**config.mk**
```make
export PLATFORM = sky130hd
export DESIGN_NAME = can_frame_decoder_flat
export DESIGN_NICKNAME = d
export VERILOG_FILES = /design/src/rtl/can_frame_decoder_pkg.sv /design/src/rtl/can_frame_decoder_if.sv /design/src/rtl/can_crc15.sv /design/src/rtl/can_frame_decoder.sv /design/src/flat_wrapper.sv
export SDC_FILE = /design/constraint.sdc
export NUM_CORES = 1
export LEC_CHECK = 0
export CAP_MARGIN = 20
export CORE_ASPECT_RATIO = 0.6
export CORE_MARGIN = 1.5
export CORE_UTILIZATION = 30
export DETAILED_ROUTE_END_ITERATION = 8
export PLACE_DENSITY = 0.49
export SKIP_CTS_REPAIR_TIMING = 1
export SYNTH_ARGS = -nofsm -noshare
export SYNTH_HDL_FRONTEND = slang
export SYNTH_SLANG_ARGS = --single-unit
```
**constraint.sdc**
```tcl
create_clock -name clk -period 8.5 [get_ports clk]
set_input_delay 1.7 -clock clk [delete_from_list [all_inputs] [get_ports clk]]
set_output_delay 1.7 -clock clk [all_outputs]
set_load 0.01 [all_outputs]
```
**src/rtl/can_frame_decoder_pkg.sv**
```systemverilog
// rtl/can_frame_decoder_pkg.sv - shared types, field widths and CRC-15 step for the CAN frame decoder
package can_pkg;

    localparam int ID_W      = 11;
    localparam int DLC_W     = 4;
    localparam int CRC_W     = 15;
    localparam int DATA_W    = 64;
    localparam int PAYLOAD_W = 1 + ID_W + DATA_W;

    localparam logic [CRC_W-1:0] CRC15_POLY = 15'h4599;

    typedef logic [PAYLOAD_W-1:0] payload_t;

    typedef enum logic [3:0] {
        S_IDLE,
        S_ID,
        S_CTRL,
        S_DATA,
        S_CRC,
        S_CRC_DEL,
        S_ACK,
        S_ACK_DEL,
        S_EOF,
        S_ERR_WAIT
    } state_t;

    function automatic logic [CRC_W-1:0] crc15_step(input logic [CRC_W-1:0] crc, input logic din);
        return {crc[CRC_W-2:0], 1'b0} ^ ((crc[CRC_W-1] ^ din) ? CRC15_POLY : '0);
    endfunction

endpackage

```
**src/rtl/can_frame_decoder_if.sv**
```systemverilog
// rtl/can_frame_decoder_if.sv - serial input and decoded-frame output bundle of the CAN frame decoder
interface can_frame_decoder_if;
    import can_pkg::*;

    logic             rxbit;
    logic             bit_en;
    payload_t         payload_out;
    logic [DLC_W-1:0] dlc_out;
    logic             rtr_out;
    logic             frame_valid;
    logic             crc_err;
    logic             stuff_err;
    logic             form_err;
    logic             busy;

    modport master (
        output rxbit, bit_en,
        input  payload_out, dlc_out, rtr_out, frame_valid, crc_err, stuff_err, form_err, busy
    );

    modport slave (
        input  rxbit, bit_en,
        output payload_out, dlc_out, rtr_out, frame_valid, crc_err, stuff_err, form_err, busy
    );

endinterface

```
**src/rtl/can_crc15.sv**
```systemverilog
// rtl/can_crc15.sv - serial CRC-15 register with synchronous clear and bit enable
module can_crc15
    import can_pkg::*;
(
    input  logic             clk,
    input  logic             rst,
    input  logic             clr,
    input  logic             en,
    input  logic             din,
    output logic [CRC_W-1:0] crc
);

    always_ff @(posedge clk or posedge rst) begin
        if (rst) begin
            crc <= '0;
        end else if (clr) begin
            crc <= '0;
        end else if (en) begin
            crc <= crc15_step(crc, din);
        end
    end

endmodule

```
**src/rtl/can_frame_decoder.sv**
```systemverilog
// rtl/can_frame_decoder.sv - CAN 2.0A base frame receiver: destuffing, field capture, CRC and form checks
module can_frame_decoder
    import can_pkg::*;
#(
    parameter int EOF_LEN  = 7,
    parameter int IDLE_LEN = 11
) (
    input logic                clk,
    input logic                rst,
    can_frame_decoder_if.slave bus
);

    localparam int ERR_CNT_W = $clog2(IDLE_LEN + 1);
    localparam logic [6:0]           EOF_LAST = 7'(EOF_LEN - 1);
    localparam logic [ERR_CNT_W-1:0] ERR_LAST = ERR_CNT_W'(IDLE_LEN - 1);

    state_t                state, state_d;
    logic [6:0]            bit_cnt;
    logic [2:0]            run_cnt;
    logic                  last_bit;
    logic [ID_W-1:0]       id_r;
    logic                  rtr_r;
    logic [DLC_W-1:0]      dlc_r;
    logic [DATA_W-1:0]     data_r;
    logic [CRC_W-2:0]      crc_rx;
    logic                  crc_ok;
    logic [CRC_W-1:0]      crc_calc;
    logic [ERR_CNT_W-1:0]  err_cnt;

    payload_t              payload_q;
    logic [DLC_W-1:0]      dlc_q;
    logic                  rtr_q;
    logic                  valid_q, crc_err_q, stuff_err_q, form_err_q;

    logic                  stuff_region, stuff_slot, crc_en;
    logic                  valid_d, crc_err_d, stuff_err_d, form_err_d;
    logic [DLC_W-1:0]      dlc_new, dlc_eff;
    logic [6:0]            data_last;
    logic [5:0]            data_idx;

    can_crc15 u_crc (
        .clk (clk),
        .rst (rst),
        .clr (state == S_IDLE),
        .en  (crc_en),
        .din (bus.rxbit),
        .crc (crc_calc)
    );

    always_ff @(posedge clk or posedge rst) begin
        if (rst) begin
            state <= S_IDLE;
        end else begin
            state <= state_d;
        end
    end

    always_comb begin
        state_d      = state;
        valid_d      = 1'b0;
        crc_err_d    = 1'b0;
        stuff_err_d  = 1'b0;
        form_err_d   = 1'b0;
        crc_en       = 1'b0;
        // CRC_DEL stays in the region so a stuff bit after the last CRC bit is still removed
        stuff_region = state inside {S_ID, S_CTRL, S_DATA, S_CRC, S_CRC_DEL};
        stuff_slot   = stuff_region && (run_cnt == 3'd5);
        dlc_new      = {dlc_r[DLC_W-2:0], bus.rxbit};
        dlc_eff      = (dlc_r > 4'd8) ? 4'd8 : dlc_r;
        data_last    = {dlc_eff, 3'b000} - 7'd1;
        data_idx     = 6'd63 - bit_cnt[5:0];
        if (bus.bit_en) begin
            if (stuff_slot) begin
                if (bus.rxbit == last_bit) begin
                    stuff_err_d = 1'b1;
                    state_d     = S_ERR_WAIT;
                end
            end else begin
                case (state)
                    S_IDLE: begin
                        if (!bus.rxbit) state_d = S_ID;
                    end
                    S_ID: begin
                        crc_en = 1'b1;
                        if (bit_cnt == 7'd11) state_d = S_CTRL;
                    end
                    S_CTRL: begin
                        crc_en = 1'b1;
                        if (bit_cnt == 7'd0 && bus.rxbit) begin
                            form_err_d = 1'b1;
                            state_d    = S_ERR_WAIT;
                        end else if (bit_cnt == 7'd5) begin
                            state_d = (rtr_r || dlc_new == 4'd0) ? S_CRC : S_DATA;
                        end
                    end
                    S_DATA: begin
                        crc_en = 1'b1;
                        if (bit_cnt == data_last) state_d = S_CRC;
                    end
                    S_CRC: begin
                        if (bit_cnt == 7'd14) state_d = S_CRC_DEL;
                    end
                    S_CRC_DEL: begin
                        if (!bus.rxbit) begin
                            form_err_d = 1'b1;
                            state_d    = S_ERR_WAIT;
                        end else if (!crc_ok) begin
                            crc_err_d = 1'b1;
                            state_d   = S_ERR_WAIT;
                        end else begin
                            state_d = S_ACK;
                        end
                    end
                    S_ACK: begin
                        state_d = S_ACK_DEL;
                    end
                    S_ACK_DEL: begin
                        if (!bus.rxbit) begin
                            form_err_d = 1'b1;
                            state_d    = S_ERR_WAIT;
                        end else begin
                            state_d = S_EOF;
                        end
                    end
                    S_EOF: begin
                        if (!bus.rxbit) begin
                            form_err_d = 1'b1;
                            state_d    = S_ERR_WAIT;
                        end else if (bit_cnt == EOF_LAST) begin
                            valid_d = 1'b1;
                            state_d = S_IDLE;
                        end
                    end
                    S_ERR_WAIT: begin
                        if (bus.rxbit && err_cnt == ERR_LAST) state_d = S_IDLE;
                    end
                    default: state_d = S_IDLE;
                endcase
            end
        end
    end

    always_ff @(posedge clk or posedge rst) begin
        if (rst) begin
            bit_cnt     <= '0;
            run_cnt     <= '0;
            last_bit    <= 1'b0;
            id_r        <= '0;
            rtr_r       <= 1'b0;
            dlc_r       <= '0;
            data_r      <= '0;
            crc_rx      <= '0;
            crc_ok      <= 1'b0;
            err_cnt     <= '0;
            payload_q   <= '0;
            dlc_q       <= '0;
            rtr_q       <= 1'b0;
            valid_q     <= 1'b0;
            crc_err_q   <= 1'b0;
            stuff_err_q <= 1'b0;
            form_err_q  <= 1'b0;
        end else begin
            valid_q     <= valid_d;
            crc_err_q   <= crc_err_d;
            stuff_err_q <= stuff_err_d;
            form_err_q  <= form_err_d;
            if (bus.bit_en) begin
                if (stuff_slot) begin
                    run_cnt  <= 3'd1;
                    last_bit <= bus.rxbit;
                end else begin
                    if (stuff_region && state != S_CRC_DEL) begin
                        run_cnt  <= (bus.rxbit == last_bit) ? run_cnt + 3'd1 : 3'd1;
                        last_bit <= bus.rxbit;
                    end
                    case (state)
                        S_IDLE: begin
                            if (!bus.rxbit) begin
                                run_cnt  <= 3'd1;
                                last_bit <= 1'b0;
                                bit_cnt  <= '0;
                                id_r     <= '0;
                                rtr_r    <= 1'b0;
                                dlc_r    <= '0;
                                data_r   <= '0;
                                crc_rx   <= '0;
                            end
                        end
                        S_ID: begin
                            if (bit_cnt == 7'd11) begin
                                rtr_r   <= bus.rxbit;
                                bit_cnt <= '0;
                            end else begin
                                id_r    <= {id_r[ID_W-2:0], bus.rxbit};
                                bit_cnt <= bit_cnt + 7'd1;
                            end
                        end
                        S_CTRL: begin
                            if (bit_cnt >= 7'd2) dlc_r <= dlc_new;
                            bit_cnt <= (bit_cnt == 7'd5) ? 7'd0 : bit_cnt + 7'd1;
                        end
                        S_DATA: begin
                            data_r[data_idx] <= bus.rxbit;
                            bit_cnt <= (bit_cnt == data_last) ? 7'd0 : bit_cnt + 7'd1;
                        end
                        S_CRC: begin
                            crc_rx <= {crc_rx[CRC_W-3:0], bus.rxbit};
                            if (bit_cnt == 7'd14) begin
                                bit_cnt <= '0;
                                crc_ok  <= ({crc_rx, bus.rxbit} == crc_calc);
                            end else begin
                                bit_cnt <= bit_cnt + 7'd1;
                            end
                        end
                        S_EOF: begin
                            bit_cnt <= bit_cnt + 7'd1;
                        end
                        S_ERR_WAIT: begin
                            if (!bus.rxbit || err_cnt == ERR_LAST) begin
                                err_cnt <= '0;
                            end else begin
                                err_cnt <= err_cnt + 1'b1;
                            end
                        end
                        default: ;
                    endcase
                end
            end
            if (valid_d) begin
                payload_q <= {1'b0, id_r, data_r};
                dlc_q     <= dlc_r;
                rtr_q     <= rtr_r;
            end
        end
    end

    assign bus.payload_out = payload_q;
    assign bus.dlc_out     = dlc_q;
    assign bus.rtr_out     = rtr_q;
    assign bus.frame_valid = valid_q;
    assign bus.crc_err     = crc_err_q;
    assign bus.stuff_err   = stuff_err_q;
    assign bus.form_err    = form_err_q;
    assign bus.busy        = (state != S_IDLE);

endmodule

```
**src/flat_wrapper.sv**
```systemverilog
// flat-port wrapper written by rule: the top's interface ports become plain ports
module can_frame_decoder_flat import can_pkg::*;
#(
    parameter int EOF_LEN  = 7,
    parameter int IDLE_LEN = 11
)
  (clk, rst, bus_rxbit, bus_bit_en, bus_payload_out, bus_dlc_out, bus_rtr_out, bus_frame_valid, bus_crc_err, bus_stuff_err, bus_form_err, bus_busy);
  can_frame_decoder_if bus_i ();
  input logic clk;
  input logic rst;
  input wire logic [$bits(bus_i.rxbit)-1:0] bus_rxbit;
  input wire logic [$bits(bus_i.bit_en)-1:0] bus_bit_en;
  output wire logic [$bits(bus_i.payload_out)-1:0] bus_payload_out;
  output wire logic [$bits(bus_i.dlc_out)-1:0] bus_dlc_out;
  output wire logic [$bits(bus_i.rtr_out)-1:0] bus_rtr_out;
  output wire logic [$bits(bus_i.frame_valid)-1:0] bus_frame_valid;
  output wire logic [$bits(bus_i.crc_err)-1:0] bus_crc_err;
  output wire logic [$bits(bus_i.stuff_err)-1:0] bus_stuff_err;
  output wire logic [$bits(bus_i.form_err)-1:0] bus_form_err;
  output wire logic [$bits(bus_i.busy)-1:0] bus_busy;
  assign bus_i.rxbit = bus_rxbit;
  assign bus_i.bit_en = bus_bit_en;
  assign bus_payload_out = bus_i.payload_out;
  assign bus_dlc_out = bus_i.dlc_out;
  assign bus_rtr_out = bus_i.rtr_out;
  assign bus_frame_valid = bus_i.frame_valid;
  assign bus_crc_err = bus_i.crc_err;
  assign bus_stuff_err = bus_i.stuff_err;
  assign bus_form_err = bus_i.form_err;
  assign bus_busy = bus_i.busy;
  can_frame_decoder #(.EOF_LEN(EOF_LEN), .IDLE_LEN(IDLE_LEN)) u_core (.clk(clk), .rst(rst), .bus(bus_i));
endmodule
```
# Word-level counts from Yosys, hierarchy flattened
# Cells that the tools add are included.
dict set report op_classes {
  n_reduce_logical 30
  n_eq_ne 31
  n_addsub 5
  n_lt_le_gt_ge 4
  mux 73
  bitwise_logic 3
}
# cell count
set op_table {}
lappend op_table {{64-bit one-hot mux with 2 select lines} 1}
lappend op_table {{4-bit two-way mux} 17}
lappend op_table {{64-bit bitwise mux} 1}
lappend op_table {{64-bit two-way mux} 1}
lappend op_table {{15-bit two-way mux} 3}
lappend op_table {{7-bit one-hot mux with 6 select lines} 1}
lappend op_table {{4-bit one-hot mux with 10 select lines} 1}
lappend op_table {{7-bit two-way mux} 5}
lappend op_table {{1-bit two-way mux} 28}
lappend op_table {{14-bit one-hot mux with 2 select lines} 1}
lappend op_table {{11-bit two-way mux} 2}
lappend op_table {{11-bit one-hot mux with 2 select lines} 1}
lappend op_table {{3-bit two-way mux} 6}
lappend op_table {{4-bit by 3-bit == test with 1-bit output, second input constant} 4}
lappend op_table {{4-bit AND reduction} 4}
lappend op_table {{15-bit == test} 1}
lappend op_table {{5-bit AND reduction} 3}
lappend op_table {{15-bit bitwise XOR} 1}
lappend op_table {{7-bit by 3-bit == test with 1-bit output, second input constant} 2}
lappend op_table {{7-bit by 4-bit == test with 1-bit output, second input constant} 2}
lappend op_table {{14-bit two-way mux} 1}
lappend op_table {{4-bit == test, second input constant} 3}
lappend op_table {{3-bit by 2-bit inequality test with 1-bit output, second input constant} 4}
lappend op_table {{2-bit inequality test, second input constant} 5}
lappend op_table {{34 further kinds} 48}
dict set report totals {
  elab_cells 165
  output_inout_bits 86
  in_bits 4
  register_bits 213
}

# Depth between registers and ports, before layout
dict set report logic_depth {
  ltp_word 7
  ltp_mapped 9
  depth_no_buf 9
}

# Cells and area by module
# A second synthesis with hierarchy kept.
dict set report hier_totals {
  hier_cells 888
  hier_area_um2 9663.0
}
# module cells_per_inst seq_area_each_um2 area_each_um2 n_inst
set modules_own_cells {}
lappend modules_own_cells {can_frame_decoder 816 4954.8 8927.3 1}
lappend modules_own_cells {can_crc15 72 375.4 735.7 1}

# Least setup slack after synthesis
# No wires, ideal clock.
dict set report synth_path {
  kind {input-to-reg}
  startpoint {input bus_bit_en}
  endpoint {register u_core.payload_q[10] (netlist: u_core.bus.payload_out[10])}
  cell_stages 6
  path_buffers 2
  required_time_ps 8375
  path_slack_ps 5257
  setup_ps 125
  arrival_time_ps 3119
  path_cell_list {buf_2 o41a_1 nand2_1 nor3_2 buf_2 mux2_2}
}
dict set report synth_between {
  elab_chain_cells 1
}
# element line_no
set synth_lines {}
lappend synth_lines {{from (decl)} flat_wrapper.sv:12} ;# input wire logic [$bits(bus_i.bit_en)-1:0] bus_bit_en;
lappend synth_lines {{1-bit two-way mux} can_frame_decoder.sv:72} ;# if (bus.bit_en) begin
lappend synth_lines {{to (signal assigned)} can_frame_decoder.sv:230} ;# payload_q <= {1'b0, id_r, data_r};
lappend synth_lines {{to (decl)} can_frame_decoder.sv:30} ;# payload_t payload_q;
# No other way between the ends.
# A chain may end at the register's enable or synchronous reset.

# Worst setup path in the final report
dict set report layout_path {
  startpoint {input bus_bit_en}
  endpoint {register u_core.dlc_q[2] (netlist: u_core.bus.dlc_out[2])}
}
dict set report layout_between {
  elab_chain_cells 1
}
# element line_no
set layout_lines {}
lappend layout_lines {{1-bit two-way mux} can_frame_decoder.sv:72}
lappend layout_lines {{to (signal assigned)} can_frame_decoder.sv:231} ;# dlc_q <= dlc_r;
lappend layout_lines {{to (decl)} can_frame_decoder.sv:31} ;# logic [DLC_W-1:0] dlc_q;
# No other way between the ends.

==> flow_metrics.env <==
export IMPL_tritoncts="built"
export IMPL_drt_wl_total_mm=26.7
export IMPL_grt_first_pass_wirelength_mm=42.7
export IMPL_cts_inserted_buffers=22
export IMPL_crit_family="buffers and inverters"
export IMPL_setup_tns_ns=0
export IMPL_max_slew_margin_rel_pct=31.1
export IMPL_cpMostUsedCell="buf_4"
export IMPL_viasPerCell=5.19
export IMPL_critPathMaxStageDelay_ns=0.79
export IMPL_grt_use_total_pct=16.5
export IMPL_vias=7278
export IMPL_rows=50
export IMPL_drive_above_1_share_pct=13.5
export IMPL_outcome="complete, but fails checks"
export IMPL_post_place_ws_ns=3.80
export IMPL_grt_max_degree=115
export IMPL_worstPathRequired_ns=8.90
export IMPL_first_global_vias=6925
export IMPL_start_kind="primary input"
export IMPL_synth_enable_flop_cells=0
export IMPL_finalHoldViolCount=0
export IMPL_io_pins=90
export IMPL_path_max_fanout=80
export IMPL_internal_power_uw=1940
export IMPL_first_iter_violations=670
export IMPL_setup_ws_ns=4.38
export IMPL_ff2ff_path_depth=7
export IMPL_synth_top_area_share_pct=55.2
export IMPL_tightest_slew_ns=1.03
export IMPL_crit_slowest_cell="buf_4"
export IMPL_die_x_microns=235
export IMPL_hold_path_startpoint="u_core.id_r[10]"
export IMPL_setup_viol=0
export IMPL_hold_path_endpoint="u_core.id_r[10]"
export IMPL_fin_skew_ns=0.0127
export IMPL_drv_slew=0
export IMPL_gr_total_overflow=0
export IMPL_p_seq_share_pct=40.6
export IMPL_synth_ff_type="dfrtp_1"
export IMPL_p_leak_uw=0.00518
export IMPL_drc=8
export IMPL_synth_cell_types=55
export IMPL_die_area_sq_mm=0.0333
export IMPL_ir_worst_vdd_v=0.000121
export IMPL_rsz0062_at_grt="false"
export IMPL_clockPowerShare_pct=31.0
export IMPL_insertion_delay_ns=0.52
export IMPL_ys_seq_area_share_pct=55.2
export IMPL_hold_depth=2
export IMPL_r2r_start="u_core.state[0]"
export IMPL_n_antenna_cell=0
export IMPL_clockBufferDepth=3
export IMPL_holdCritPathClass="reg2reg"
export IMPL_crit_path_cell_trace="clkdlybuf4s50_1 -> o41a_1 -> buf_4 -> nand2_1 -> nor3_4 -> buf_4 -> mux2_2"
export IMPL_antenna_found_initial=0
export IMPL_synth_seq_cells=213
export IMPL_cts_max_level=1
export IMPL_initial_core_util_pct=30.7
export IMPL_worstSetupPathType="in2reg"
export IMPL_synthesis_nets=914
export IMPL_combPwrFrac_pct=28.4
export IMPL_syn2layout_area_growth_pct=20.9
export IMPL_r2r_end="u_core.bus.dlc_out[2]"
export IMPL_synth_avg_cell_area_sq_um=10.7
export IMPL_arrival_ns=4.52
export IMPL_clock_sinks=213
export IMPL_post_route_min_period_ns=4.12
export IMPL_yosys_top_cells_area="dfrtp_1 55%, o21ai_0 7.7%, mux2_2 7.7%"
export IMPL_final_cell_mix="213 x dfrtp_1, 149 x o21ai_0, 88 x clkdlybuf4s50_1"
export IMPL_maxCapViolCount=0
export IMPL_postRouteAntennaNets=0
export IMPL_core_region_area_sq_mm=0.0314
export IMPL_synthArstFlopShare_pct=100
export IMPL_synth_area_leader_cell="dfrtp_1"
export IMPL_violations="DRC"
export IMPL_gp_congestion=0.813
export IMPL_sw_frac_of_total_pct=37.1
export IMPL_netlist_area_sq_mm=0.00965
export IMPL_p_sw_uw=1150
export IMPL_synthCells=901
export IMPL_clk_pin_slew_ns=0.06
export IMPL_final_common_cell="dfrtp_1"
export IMPL_post_route_period_util_pct=48.5
export IMPL_port_buffers=88
export IMPL_crit_buf_inv=3
export IMPL_cts_root_buf="clkbuf_16"
export IMPL_dr_pass1_iters=7
export IMPL_timing_fmax_mhz=242
export IMPL_r2r_setup_slack_ns=5.22
export IMPL_dieHeight_microns=142
export IMPL_synth_warning_count=0
export IMPL_fin_nets=983
export IMPL_dp_hpwl_mm=17.6
export IMPL_power_density_mw_per_mm2=264
export IMPL_detail_route_wl_per_cell_microns=19.0
export IMPL_end_kind="flop"
-- cell usage after synthesis, types with 7 or more instances --
cell type	n
a21oi_1	73
a22o_1	33
and3_1	9
buf_1	12
buf_2	16
clkbuf_1	32
dfrtp_1	213
ha_1	9
inv_1	11
mux2_1	18
mux2_2	66
nand2_1	76
nand2b_1	7
nand3_1	22
nand4_1	10
nor2_1	23
nor3_1	13
o21ai_0	149
xnor2_1	20
xor2_1	9
-- registers in the layout, indices dropped and copies added, names as in the netlist --
signal and cells:
u_core.last_bit 1, u_core.bus.form_err 1, u_core.run_cnt 3, u_core.bus.crc_err 1, u_core.bit_cnt 7, u_core.bus.rtr_out 1, u_core.u_crc.crc 15, u_core.bus.stuff_err 1
u_core.rtr_r 1, u_core.crc_ok 1, u_core.data_r 64, u_core.err_cnt 4, u_core.id_r 11, u_core.bus.dlc_out 4, u_core.bus.payload_out 75, u_core.bus.frame_valid 1
u_core.dlc_r 4, u_core.crc_rx 14, u_core.state 4
-- final cells by class --
| type | instances | area, sq um |
|---|---|---|
| repair buffers | 106 | 1020 |
| clock buffers | 27 | 611 |
| flip-flops and latches | 213 | 5330 |
| inverters | 13 | 56.3 |
| well taps | 416 | 520 |
| fillers | 3121 | 19700 |
| multi-input cells | 614 | 4040 |
| clock inverters | 12 | 97.6 |
-- per-stage QoR --
| step | std cells | hold slack [ns] | total power, uW | instance area, sq um | utilization, % |
|---|---|---|---|---|---|
| after floorplan | 901 | 0.444 | 1840 | 9650 | - |
| after global placement | 1359 | 0.467 | 2130 | 10900 | 34.8 |
| after detailed placement | 1361 | 0.469 | 2130 | 10900 | 34.9 |
| after CTS | 1400 | 0.483 | 3100 | 11700 | 37.1 |
| after global routing | 1401 | 0.507 | 3280 | 11700 | 37.2 |
| final | 1401 | 0.475 | 3090 | 11700 | 37.2 |
-- routing by layer --
metal,vias to the layer above,share of wire [%],GRT usage (%)
met5,-,0,0
met4,0,1.2,3.08
met3,29,6.5,2.91
met2,244,38,20.7
met1,3607,54,28.1
li1,3398,-,-
-- power by group through the flow --
stage          logic [uW]  registers (uW)  clock network, uW
2_1_floorplan         664            1180                  0
4_1_cts               868            1250                985
3_3_place_gp          862            1270                  0
3_5_place_dp          863            1270                  0
5_1_grt               976            1270               1030
6_report              877            1250                955
-- worst reg2reg max path: stages (launching register included) --
cell	delay, ns
dfrtp_1	0.63
nor3_2	0.36
o41a_1	0.18
buf_4	0.28
nand2_1	0.18
nor3_4	0.24
buf_4	0.79
mux2_2	0.50
-- worst max-delay path by stage --
stage / start / end / slack (ns) / cells after the start
global route: bus_bit_en / u_core.bus.payload_out[72] / 4.16 / 7
CTS: bus_bit_en / u_core.bus.payload_out[50] / 4.33 / 7
finish: bus_bit_en / u_core.bus.dlc_out[2] / 4.38 / 7
detailed placement: bus_bit_en / u_core.bus.payload_out[15] / 3.80 / 7
global placement: bus_bit_en / u_core.bus.payload_out[20] / 3.85 / 7
floorplan: rst / u_core.bit_cnt[0] / 0.98 / 1
-- kinds of logic after synthesis --
| logic type | count (synthesis) | share of synthesized area, % |
|---|---|---|
| AND/OR/NAND/NOR | 198 | 10.4 |
| flip-flops | 213 | 55.2 |
| buffers and inverters | 74 | 3.13 |
| other | 1 | 0.0389 |
| XOR/XNOR | 29 | 2.63 |
| adder cells (fa/ha/maj) | 9 | 1.17 |
| multiplexers | 90 | 10.4 |
| AO/OA/AOI/OAI | 287 | 17.0 |
(Power assumes the default switching activity.)
